===== config.mk =====
export PLATFORM = sky130hd
export DESIGN_NAME = matmul_xcel_row_feeder
export DESIGN_NICKNAME = d
export VERILOG_FILES = /design/src/rtl/matmul_xcel_row_feeder.sv
export SDC_FILE = /design/constraint.sdc
export NUM_CORES = 1
export LEC_CHECK = 0
export BUFFER_PORTS_ARGS = -buffer_cell sky130_fd_sc_hd__buf_2
export CORE_UTILIZATION = 45
export DETAILED_ROUTE_END_ITERATION = 16
export GPL_ROUTABILITY_DRIVEN = 0
export PLACE_DENSITY = 0.73
export SETUP_SLACK_MARGIN = 0.5
export SYNTH_ARGS = -nofsm -noshare
export SYNTH_HDL_FRONTEND = slang
export SYNTH_SLANG_ARGS = --single-unit
export TNS_END_PERCENT = 1

===== constraint.sdc =====
create_clock -name clk -period 3.6 [get_ports clk]
set_input_delay 0.54 -clock clk [delete_from_list [all_inputs] [get_ports clk]]
set_output_delay 0.54 -clock clk [all_outputs]
set_load 0.02 [all_outputs]

===== src/rtl/matmul_xcel_row_feeder.sv =====
// Left-edge feeder for one weight-stationary PE row: weight load after reset, then skewed activation jobs.
// Defining MATMUL_XCEL_ROW_FEEDER_PERF_EN adds saturating perf_bubbles / perf_jobs counters.
module matmul_xcel_row_feeder #(
    parameter int BIT_WIDTH = 8,
    parameter int NUM_PES   = 4,
    parameter int ROW_IDX   = 0,
    parameter int MAX_ACTS  = 16,
    localparam int CNT_W    = $clog2(MAX_ACTS + 1)
) (
    input  logic                 clk,
    input  logic                 reset_n,
    input  logic                 cfg_val,
    output logic                 cfg_rdy,
    input  logic [CNT_W-1:0]     cfg_num_acts,
    input  logic                 in_val,
    output logic                 in_rdy,
    input  logic [BIT_WIDTH-1:0] in_data,
    output logic [BIT_WIDTH-1:0] o_data,
    output logic                 o_wr_weight_ena,
    output logic                 busy,
    output logic                 done,
    output logic                 err_underrun
`ifdef MATMUL_XCEL_ROW_FEEDER_PERF_EN
    ,
    output logic [15:0]          perf_bubbles,
    output logic [15:0]          perf_jobs
`endif
);

    // state    | meaning
    // S_LOAD_W | shifting NUM_PES weights into the row, farthest PE first
    // S_IDLE   | waiting for a job descriptor
    // S_STREAM | accepting the job's activations
    // S_DRAIN  | last activation travelling through the skew pipeline

    localparam int D      = ROW_IDX + 1;
    localparam int WCNT_W = (NUM_PES > 1) ? $clog2(NUM_PES) : 1;
    localparam int DCNT_W = $clog2(D + 1);

    typedef enum logic [1:0] {S_LOAD_W, S_IDLE, S_STREAM, S_DRAIN} state_e;

    state_e               state_q;
    logic [WCNT_W-1:0]    wcnt_q;
    logic [CNT_W-1:0]     acnt_q;
    logic [CNT_W-1:0]     num_acts_q;
    logic [DCNT_W-1:0]    dcnt_q;
    logic                 done_q;
    logic                 err_q;
    logic [BIT_WIDTH-1:0] pipe_data_q [D];
    logic                 pipe_ena_q  [D];

    logic                 in_fire;
    logic                 cfg_fire;
    logic [CNT_W-1:0]     num_acts_d;
    logic [BIT_WIDTH-1:0] s0_data_d;
    logic                 s0_ena_d;

    // Ready depends on state alone so there is never a val->rdy path.
    always_comb begin
        in_rdy  = (state_q == S_LOAD_W) || (state_q == S_STREAM);
        cfg_rdy = (state_q == S_IDLE);
    end

    assign busy     = (state_q != S_IDLE);
    assign in_fire  = in_val && in_rdy;
    assign cfg_fire = cfg_val && cfg_rdy;

    always_comb begin
        num_acts_d = cfg_num_acts;
        if (cfg_num_acts > CNT_W'(MAX_ACTS)) begin
            num_acts_d = CNT_W'(MAX_ACTS);
        end
    end

    always_comb begin
        s0_data_d = '0;
        s0_ena_d  = 1'b0;
        if (in_fire) begin
            s0_data_d = in_data;
            s0_ena_d  = (state_q == S_LOAD_W);
        end
    end

    always_ff @(posedge clk or negedge reset_n) begin
        if (!reset_n) begin
            for (int i = 0; i < D; i++) begin
                pipe_data_q[i] <= '0;
                pipe_ena_q[i]  <= 1'b0;
            end
        end else begin
            pipe_data_q[0] <= s0_data_d;
            pipe_ena_q[0]  <= s0_ena_d;
            for (int i = 1; i < D; i++) begin
                pipe_data_q[i] <= pipe_data_q[i-1];
                pipe_ena_q[i]  <= pipe_ena_q[i-1];
            end
        end
    end

    assign o_data          = pipe_data_q[D-1];
    assign o_wr_weight_ena = pipe_ena_q[D-1];
    assign done            = done_q;
    assign err_underrun    = err_q;

    always_ff @(posedge clk or negedge reset_n) begin
        if (!reset_n) begin
            state_q    <= S_LOAD_W;
            wcnt_q     <= '0;
            acnt_q     <= '0;
            num_acts_q <= '0;
            dcnt_q     <= '0;
            done_q     <= 1'b0;
            err_q      <= 1'b0;
        end else begin
            done_q <= 1'b0;
            case (state_q)
                S_LOAD_W: begin
                    if (in_fire) begin
                        if (wcnt_q == WCNT_W'(NUM_PES - 1)) begin
                            state_q <= S_IDLE;
                        end else begin
                            wcnt_q <= wcnt_q + 1'b1;
                        end
                    end
                end
                S_IDLE: begin
                    if (cfg_fire) begin
                        if (num_acts_d == '0) begin
                            done_q <= 1'b1;
                        end else begin
                            num_acts_q <= num_acts_d;
                            acnt_q     <= '0;
                            state_q    <= S_STREAM;
                        end
                    end
                end
                S_STREAM: begin
                    if (in_fire) begin
                        if (acnt_q == num_acts_q - 1'b1) begin
                            state_q <= S_DRAIN;
                            dcnt_q  <= DCNT_W'(D - 1);
                            acnt_q  <= '0;
                            // With no skew the last beat is already on o_data next cycle.
                            done_q  <= (D == 1);
                        end else begin
                            acnt_q <= acnt_q + 1'b1;
                        end
                    end else begin
                        err_q <= 1'b1;
                    end
                end
                S_DRAIN: begin
                    if (dcnt_q == '0) begin
                        state_q <= S_IDLE;
                    end else begin
                        dcnt_q <= dcnt_q - 1'b1;
                        done_q <= (dcnt_q == DCNT_W'(1));
                    end
                end
                default: state_q <= S_IDLE;
            endcase
        end
    end

`ifdef MATMUL_XCEL_ROW_FEEDER_PERF_EN
    logic [15:0] perf_bubbles_q;
    logic [15:0] perf_jobs_q;

    always_ff @(posedge clk or negedge reset_n) begin
        if (!reset_n) begin
            perf_bubbles_q <= '0;
            perf_jobs_q    <= '0;
        end else begin
            if ((state_q == S_STREAM) && !in_val && (perf_bubbles_q != 16'hFFFF)) begin
                perf_bubbles_q <= perf_bubbles_q + 16'd1;
            end
            if (done_q && (perf_jobs_q != 16'hFFFF)) begin
                perf_jobs_q <= perf_jobs_q + 16'd1;
            end
        end
    end

    assign perf_bubbles = perf_bubbles_q;
    assign perf_jobs    = perf_jobs_q;
`endif

endmodule


==> results.py, run 1 <==
metrics = {
    "timing": {
        "finalSetupTns_ps": 0,
        "min_period_ps": 2255,
        "hold-worst-slack_ps": 181.5,
        "fin_crit_sh": 0.6264,
        "rsz0062_at_grt": "false",
        "maxSlewViolCount": 0,
        "maxSlewHeadroom": 0.5749,
        "timing.fmax_mhz": 443.4,
        "hold_viol_final": 0,
        "fin_skew_ps": 2.627,
        "setup_viol": 0,
        "tightest_slew_ps": 637.1,
    },
    "synthesis": {
        "ys_types": 33,
        "ys_dominant_reg_cell": "dfrtp_1",
        "seq_area_frac_synth": 0.5010,
        "synth_top_area_frac": 0.5010,
        "synth_edf_count": 0,
        "ys.warnings.count": 0,
        "syn-num-nets": 137,
        "ys_ff_latch": 25,
        "synth.most_common_cell": "dfrtp_1",
        "async_flop_share": 1.000,
        "syn-mean-instance-area_um2": 11.05,
        "synthTopCellsByArea": "dfrtp_1 (50%), ha_1 (7.0%), xnor2_1 (4.9%)",
        "netlist_instances": 113,
        "syn_area_mm2": 0.001249,
        "ys_top_cells_by_count": "dfrtp_1 (25), nand2_1 (10), nand2b_1 (9)",
        "synth_top_area_cell": "dfrtp_1",
    },
    "die": {
        "core_mm2": 0.002545,
        "dieArea_mm2": 0.002989,
        "initial_utilization": 0.4907,
        "die_width_um": 54.68,
        "ios": 31,
        "die_y_um": 54.68,
        "rows": 18,
    },
    "clock_tree": {
        "clockRootBuffer": "clkbuf_4",
        "ctsHoldBuffers": 0,
        "clock-sinks": 25,
        "cts_max_level": 1,
        "clk_latency_ps": 310,
        "clk_path_buf_depth": 2,
        "path_clk_slew_ps": 140,
        "cts_setup_buffers": 0,
        "cts_made_buffers": 3,
        "cts_resized": 0,
        "tritoncts": "built",
    },
    "critical_path": {
        "cp_max_fo": 8,
        "critPathKind": "flip-flop to flip-flop",
        "critical_path_arrival_ps": 2460,
        "end_kind": "flip-flop",
        "cp-start-kind": "flip-flop",
        "required_ps": 3810,
    },
    "grt": {
        "antenna_found_initial": 0,
        "overflow": 0,
        "grt_pass1_vias": 862,
        "grt_use_total": 0.1907,
        "grt_pass1_wl_mm": 3.919,
        "grt_start_max_net_pins": 26,
    },
    "drt": {
        "drc": 0,
        "wl_per_cell_um": 13.67,
        "vias": 904,
        "drt_first_iter_violations": 16,
        "route.met2.wl_mm": 1.283,
        "dr.pass1.iters": 4,
        "wl_met3_um": 101,
        "wl_met1_mm": 1.008,
        "wirelength_mm": 2.393,
        "viasPerCell": 5.166,
        "dr.max_layer_used": "met3",
        "postRouteAntennaNets": 0,
    },
    "flow_run": {
        "drv_cap": 0,
    },
    "final_layout": {
        "diodes": 0,
        "synthToLayoutAreaGrowth_pct": 16.83,
        "final_cell_area_mm2": 0.001459,
        "ff_latch_area_um2": 625.6,
        "drive_gt1_frac": 0.2966,
        "multiInputGateArea_um2": 593.1,
        "finalNetCount": 170,
        "filler_cell_count": 227,
    },
    "placement": {
        "io_buffers": 30,
        "post_dp_cell_area_mm2": 0.001429,
        "hpwl_mm": 1.851,
    },
    "pwr": {
        "power_leakage_nw": 0.7302,
        "ir_drop_mv": 0.5554,
        "cellPowerDensity_mw_per_mm2": 751.0,
    },
    "min_path": {
        "hold_path_class": "input pin to asynchronous set/reset pin",
    },
    "status": {
        "status": "complete, no violations",
    },
}
[power by group]
part	total, mW	switching [mW]	internal (mW)
Sequential	0.413	0.0586	0.354
Clock	0.128	0.0852	0.0424
Combinational	0.556	0.323	0.233
Total	1.10	0.466	0.629
[layout by cell type (no fill, tap or decap), types with 3 or more instances in the layout]
master    netlist  routed
buf_2           0      30
nand2_1        10      10
clkbuf_4        0       3
and3_1          8       8
o21ai_0         6       6
ha_1            7       7
nand2b_1        9       9
nand3_1         4       4
a21oi_1         3       3
xnor2_1         7       7
dfrtp_1        25      25
inv_1           6       6
[routing by layer]
metal,GRT usage,vias up
met4,0.07692,0
met5,0,-
li1,-,453
met3,0.03333,0
met2,0.3173,21
met1,0.2417,430
[metrics by stage]
| stage | instances | worst slack (ps) | util | power [mW] |
|---|---|---|---|---|
| 5_1_grt | 175 | 1217 | 0.5733 | 1.184 |
| 3_3_place_gp | 171 | 1546 | 0.5615 | 0.9437 |
| 3_5_place_dp | 171 | 1415 | 0.5615 | 0.9728 |
| 6_report | 175 | 1345 | 0.5733 | 1.096 |
| 4_1_cts | 175 | 1379 | 0.5733 | 1.104 |
| 2_1_floorplan | 113 | 1509 | - | 0.8375 |
[state kept, by name, summed over array words and instances, names as in the netlist]
signal           cells
o_data               8
acnt_q               5
num_acts_q           5
state_q              2
wcnt_q               2
done                 1
err_underrun         1
o_wr_weight_ena      1
[worst max-delay path, cell delays in order, from the launching register on]
cell and delay (ps):
dfrtp_1 430, inv_1 110, ha_1 250, or3b_2 470, o2111ai_1 550, or2_1 250
o31ai_1 90
[path summary, 6_finish.rpt]
path                              startpoint       endpoint  slack [ps]  cells after the start
min in group clk                  in_data[5]      o_data[5]         450                      2
worst min-delay path                 reset_n  num_acts_q[3]         180                      1
worst min register to register  err_underrun   err_underrun         490                      1
max in group asynchronous            reset_n      wcnt_q[1]        3060                      1
worst max-delay path              state_q[1]      acnt_q[3]        1340                      6
worst max register to register    state_q[1]      acnt_q[3]        1340                      6
[kinds of logic after synthesis]
logic type | count (synthesis) | share of synthesized area
AND/OR/NAND/NOR | 43 | 0.2004
flip-flops | 25 | 0.5010
AO/OA/AOI/OAI | 17 | 0.1032
XOR/XNOR | 9 | 0.06313
buffers and inverters | 8 | 0.02405
adder cells (fa/ha/maj) | 7 | 0.07014
multiplexers | 4 | 0.03807
[area by class of cell]
type,count,share of cell area
tap,30,0.02573
timing repair buffer,30,0.1029
inverter,6,0.01544
clock inverter,1,0.005146
clock buffer,3,0.01544
sequential,25,0.4288
multi-input combinational,80,0.4065
No activity file was read; power rests on OpenSTA's default activity.
==> inputs of run 2 (changes only) <==
ABC_AREA = 1   (was not set)
clock period = 2.2 ns   (was 3.6 ns; I/O delays follow)
==> run 2 against run 1 <==
Net effect:
- cell count is 34% higher
- clock-buffer cell count increased by 1
- die area increased by 4.4%
- synthesized area grew 4.6%
- non-clock buffer count rose by 6
- sequential power increased by 62%
- global-route usage grew 0.32 points
- largest cell class is now multi-input gates
==> results.py, run 2 <==
metrics = {
    "critical_path": {
        "cp_max_fo": 3,
        "crit_chain": "inv_2, ha_4, nor2_4, inv_2, buf_6",
        "cp-start-kind": "flip-flop",
        "cpMostUsedCell": "inv_2",
        "max_stage_delay_ps": 460,
        "critical_path_arrival_ps": 1380,
        "critical-path-slowest-cell": "dfrtp_1",
        "end_kind": "primary output",
        "critPathKind": "flip-flop to primary output",
        "required_ps": 1870,
    },
    "grt": {
        "grt_start_max_net_pins": 26,
        "grt_use_total": 0.1938,
        "overflow": 0,
        "grt_pass1_wl_mm": 4.678,
        "antenna_found_initial": 0,
        "grt_pass1_vias": 1104,
    },
    "die": {
        "die_y_um": 55.88,
        "ios": 31,
        "rows": 19,
        "core_mm2": 0.002758,
        "initial_utilization": 0.4737,
        "die_width_um": 55.88,
        "dieArea_mm2": 0.003122,
    },
    "final_layout": {
        "multiInputGateArea_um2": 630.6,
        "layout_common_cells": "nand2_1 (37), buf_2 (28), dfrtp_1 (25)",
        "largest_reg_flops": 8,
        "finalNetCount": 228,
        "ff_latch_area_um2": 625.6,
        "fin_cells": 234,
        "diodes": 0,
        "final_common_cell": "nand2_1",
        "drive_gt1_frac": 0.3005,
        "synthToLayoutAreaGrowth_pct": 25.29,
        "filler_cell_count": 233,
    },
    "synthesis": {
        "synth_top_area_cell": "dfrtp_1",
        "ys.warnings.count": 0,
        "seq_area_frac_synth": 0.4789,
        "syn_area_mm2": 0.001306,
        "synth_edf_count": 0,
        "ys_top_cells_by_count": "nand2_1 (37), inv_1 (27), nor2_1 (26)",
        "syn-num-nets": 187,
        "syn-mean-instance-area_um2": 8.014,
        "ys_ff_latch": 25,
        "async_flop_share": 1.000,
        "synth.most_common_cell": "nand2_1",
        "synth_top_area_frac": 0.4789,
        "ys_types": 21,
        "ys_dominant_reg_cell": "dfrtp_1",
        "netlist_instances": 163,
        "synthTopCellsByArea": "dfrtp_1 (48%), nand2_1 (11%), inv_1 (7.8%)",
    },
    "pwr": {
        "ir_drop_mv": 1.018,
        "cellPowerDensity_mw_per_mm2": 1255,
        "power_leakage_nw": 0.9052,
        "power.total_mw": 2.055,
    },
    "timing": {
        "finalSetupTns_ps": 0,
        "setup_viol": 0,
        "hold_viol_final": 0,
        "hold-worst-slack_ps": 193.1,
        "fin_skew_ps": 5.869,
        "timing.final.ws_setup_ps": 490.3,
        "timing.fmax_mhz": 584.9,
        "fin_crit_sh": 0.7771,
        "maxSlewHeadroom": 0.6227,
        "tightest_slew_ps": 566.0,
        "rsz0062_at_grt": "true",
        "maxSlewViolCount": 0,
        "min_period_ps": 1710,
    },
    "clock_tree": {
        "clk_latency_ps": 320,
        "tritoncts": "built",
        "path_clk_slew_ps": 140,
        "cts_made_buffers": 3,
        "clock-sinks": 25,
        "cts_max_level": 1,
        "clockRootBuffer": "clkbuf_4",
        "clk_path_buf_depth": 2,
    },
    "drt": {
        "dr.pass1.iters": 4,
        "drt_first_iter_violations": 65,
        "vias": 1150,
        "postRouteAntennaNets": 0,
        "wirelength_mm": 2.891,
        "viasPerCell": 4.915,
        "wl_per_cell_um": 12.35,
        "drc": 0,
    },
    "min_path": {
        "hold_path_class": "input pin to flip-flop",
    },
    "placement": {
        "post-place-ws_ps": 541.4,
        "io_buffers": 30,
        "placed_cells": 224,
        "hpwl_mm": 2.002,
    },
    "flow_run": {
        "drv_cap": 0,
    },
    "status": {
        "status": "complete, no violations",
    },
}
## run 2: cell count changes in the layout (fill, tap and decap cells not counted), sizes merged, moves of 8 or more
cell | before | now
and3 | 8 | 0
nor2 | 0 | 28
inv | 6 | 28
nand3 | 4 | 12
nand2b | 9 | 0
nand2 | 11 | 40
## run 2: kinds of logic after synthesis
kind of cell	synth area share
xor gates and xnor gates	0.02682
muxes	0.008620
and+or+nand+nor	0.3008
adders and majority gates	0.06705
buffers and inverters	0.08333
DFF	0.4789
AOI/OAI and AO/OA	0.03448
## run 2: path summary, 6_finish.rpt
path | from | end | slack (ps) | cells past startpoint
max reg2reg | num_acts_q[0] | state_q[1] | 580 | 12
max in group asynchronous | reset_n | acnt_q[3] | 1310 | 2
max | state_q[1] | in_rdy | 490 | 5
min | in_data[2] | o_data[2] | 190 | 3
min reg2reg | err_underrun | err_underrun | 490 | 1
min in group asynchronous | reset_n | wcnt_q[0] | 510 | 2
## run 2: layout make-up
class / instances / area share
flip-flops and latches: 25 / 0.3823
well taps: 31 / 0.02370
repair buffers: 36 / 0.1261
clock buffers: 4 / 0.01606
multi-input cells: 109 / 0.3853
inverters: 29 / 0.06651
## run 2: repair_timing
action,CTS,global route
pin swaps,1,2
hold buffers,1,0
hold endpoints to repair,13,0
setup endpoints to repair,1,15
resized for setup,9,12
setup buffers,3,2
## run 2: where the power goes
part	switching, mW	leakage, nW	total, mW	internal (mW)
Clock	0.140	0.0150	0.211	0.0711
Combinational	0.700	0.565	1.17	0.474
Sequential	0.0861	0.325	0.669	0.583
## run 2: per-stage QoR
| stage | utilization | area, µm² |
|---|---|---|
| floorplan | - | 1306 |
| global placement | 0.5422 | 1495 |
| detailed placement | 0.5422 | 1495 |
| CTS | 0.5771 | 1592 |
| global route | 0.5935 | 1637 |
| finish | 0.5935 | 1637 |
## run 2: routing by layer
metal | track usage | part of all wire | up-vias
met2 | 0.3546 | 0.53 | 30
met5 | 0 | 0 | -
met3 | 0.04884 | 0.042 | 4
met1 | 0.2249 | 0.42 | 534
met4 | 0.05226 | 0.0066 | 0
li1 | - | - | 582
## run 2: critical path: cells and delay by family (launching register included)
family                   cells  cell delay [ps]
adder cells (fa/ha/maj)      1              180
buffers and inverters        3              280
flip-flops                   1              460
AND/OR/NAND/NOR              1              130
==> inputs of run 3 (changes only) <==
ABC_AREA = 0   (was 1)
clock period = 1.7 ns   (was 2.2 ns; I/O delays follow)
==> run 3 against run 2 <==
Net effect:
- the run now ends with setup timing left
- final area is 3.4% higher
- non-clock buffer count is 8 higher
- flip-flop and latch count stayed put
- highest routed layer unchanged
- cell count is 19% lower
- largest cell class unchanged
- combinational power is 50% higher
- die area is 4.2% lower
- worst setup slack worse by 610 ps
- sequential share of layout area is 1.3 points lower
==> results.py, run 3 (synthesis gave the netlist of run 1 again) <==
metrics = {
    "timing": {
        "tightest_slew_ps": 567.2,
        "maxSlewViolCount": 0,
        "maxSlewHeadroom": 0.6219,
        "timing.fmax_mhz": 549.8,
        "timing.final.ws_setup_ps": -119.0,
        "fin_skew_ps": 6.740,
        "rsz0062_at_grt": "true",
        "min_period_ps": 1819,
        "finalSetupTns_ps": -534.5,
        "hold_viol_final": 0,
        "setup_viol": 8,
        "fin_crit_sh": 1.070,
    },
    "placement": {
        "post_dp_cell_area_mm2": 0.001545,
        "io_buffers": 30,
        "placed_cells": 184,
        "hpwl_mm": 1.985,
    },
    "pwr": {
        "power_leakage_nw": 0.8395,
        "power.total_mw": 2.900,
        "ir_drop_mv": 1.255,
        "cellPowerDensity_mw_per_mm2": 1713,
    },
    "final_layout": {
        "final_cell_area_mm2": 0.001693,
        "ff_latch_area_um2": 625.6,
        "fin_cells": 189,
        "final_core_util": 0.6652,
        "filler_cell_count": 211,
        "layout_common_cells": "buf_2 (27), dfrtp_1 (25), buf_4 (13)",
        "largest_reg_flops": 8,
        "final_common_cell": "buf_2",
        "diodes": 0,
        "drive_gt1_frac": 0.4654,
        "synthToLayoutAreaGrowth_pct": 35.57,
        "multiInputGateArea_um2": 700.7,
        "finalNetCount": 184,
    },
    "clock_tree": {
        "cts_made_buffers": 3,
        "clockRootBuffer": "clkbuf_4",
        "cts_max_level": 1,
        "clock-sinks": 25,
        "clk_latency_ps": 320,
        "path_clk_slew_ps": 140,
        "tritoncts": "built",
        "clk_path_buf_depth": 2,
    },
    "critical_path": {
        "critical_path_arrival_ps": 2060,
        "required_ps": 1940,
        "critPathKind": "flip-flop to flip-flop",
        "r2r_cells": 8,
        "end_kind": "flip-flop",
        "cp-start-kind": "flip-flop",
        "cp_max_fo": 4,
    },
    "grt": {
        "overflow": 0,
        "antenna_found_initial": 0,
        "use_met2": 0.3373,
        "top_usage_layer": "met2",
        "grt_use_met3": 0.03333,
        "grt_use_met1": 0.2211,
        "grt_start_max_net_pins": 26,
        "grt_pass1_vias": 971,
        "grt_pass1_wl_mm": 4.002,
        "grt_use_total": 0.1920,
    },
    "die": {
        "die_y_um": 54.68,
        "core_mm2": 0.002545,
        "ios": 31,
        "initial_utilization": 0.4907,
        "dieArea_mm2": 0.002989,
        "rows": 18,
        "die_width_um": 54.68,
    },
    "min_path": {
        "hold-path-cell-count": 2,
        "hold_path_class": "input pin to flip-flop",
    },
    "flow_run": {
        "drv_cap": 0,
    },
    "drt": {
        "dr.pass1.iters": 4,
        "wirelength_mm": 2.550,
        "drt_first_iter_violations": 18,
        "viasPerCell": 5.233,
        "wl_per_cell_um": 13.49,
        "vias": 989,
        "drc": 0,
        "postRouteAntennaNets": 0,
    },
    "status": {
        "violations": "setup timing",
        "status": "finished, violations left",
    },
}
run 3: critical path: stages, from the launching register on:
cell and delay, ps:
dfrtp_1 420, inv_2 70, ha_4 140, nor3b_4 200, xnor2_2 170, o41ai_4 100, buf_4 160, or2_4 230
o31ai_1 240
run 3: repair_timing:
action / in CTS / in global routing
endpoints found under the setup margin: 26 / 26
hold buffers: 1 / 0
pin swaps: 3 / 7
resized for setup: 23 / 12
setup buffers: 0 / 0
hold endpoints to repair: 25 / 0
run 3: metal layers:
metal	vias up	share of wire	routed length (µm)
li1	486	-	-
met1	485	0.44	1123
met2	14	0.52	1332
met3	4	0.021	53
met4	0	0.016	40
met5	-	0	0
run 3: worst paths after layout:
kind / end / startpoint / slack [ps]
worst min register to register: wcnt_q[0] / wcnt_q[0] / 500
max in group asynchronous: state_q[1] / reset_n / 890
min in group asynchronous: acnt_q[0] / reset_n / 440
worst max register to register: acnt_q[3] / num_acts_q[1] / -120
worst max-delay path: acnt_q[3] / num_acts_q[1] / -120
worst min-delay path: o_data[1] / in_data[1] / 160
run 3: final cells by class:
| class | instances | area share |
|---|---|---|
| Inverter | 6 | 0.01330 |
| Clock buffer | 3 | 0.01330 |
| Multi-Input combinational cell | 80 | 0.4139 |
| Sequential cell | 25 | 0.3695 |
| Clock inverter | 1 | 0.004435 |
| Timing Repair Buffer | 44 | 0.1633 |
| Tap cell | 30 | 0.02217 |
run 3: through the flow:
stage | hold slack [ps] | setup WS (ps)
2_1_floorplan | -40.59 | -206.4
3_3_place_gp | 271.4 | -139.6
3_5_place_dp | 284.6 | -173.3
4_1_cts | 153.9 | -145.2
5_1_grt | 151.8 | -188.3
6_report | 156.0 | -119.0
run 3: power by group:
group	total (mW)	internal, mW	leakage [nW]	switching [mW]
clock network	0.272	0.0900	0.0139	0.183
logic	1.75	0.915	0.500	0.830
registers	0.883	0.749	0.325	0.133
total	2.90	1.75	0.840	1.15
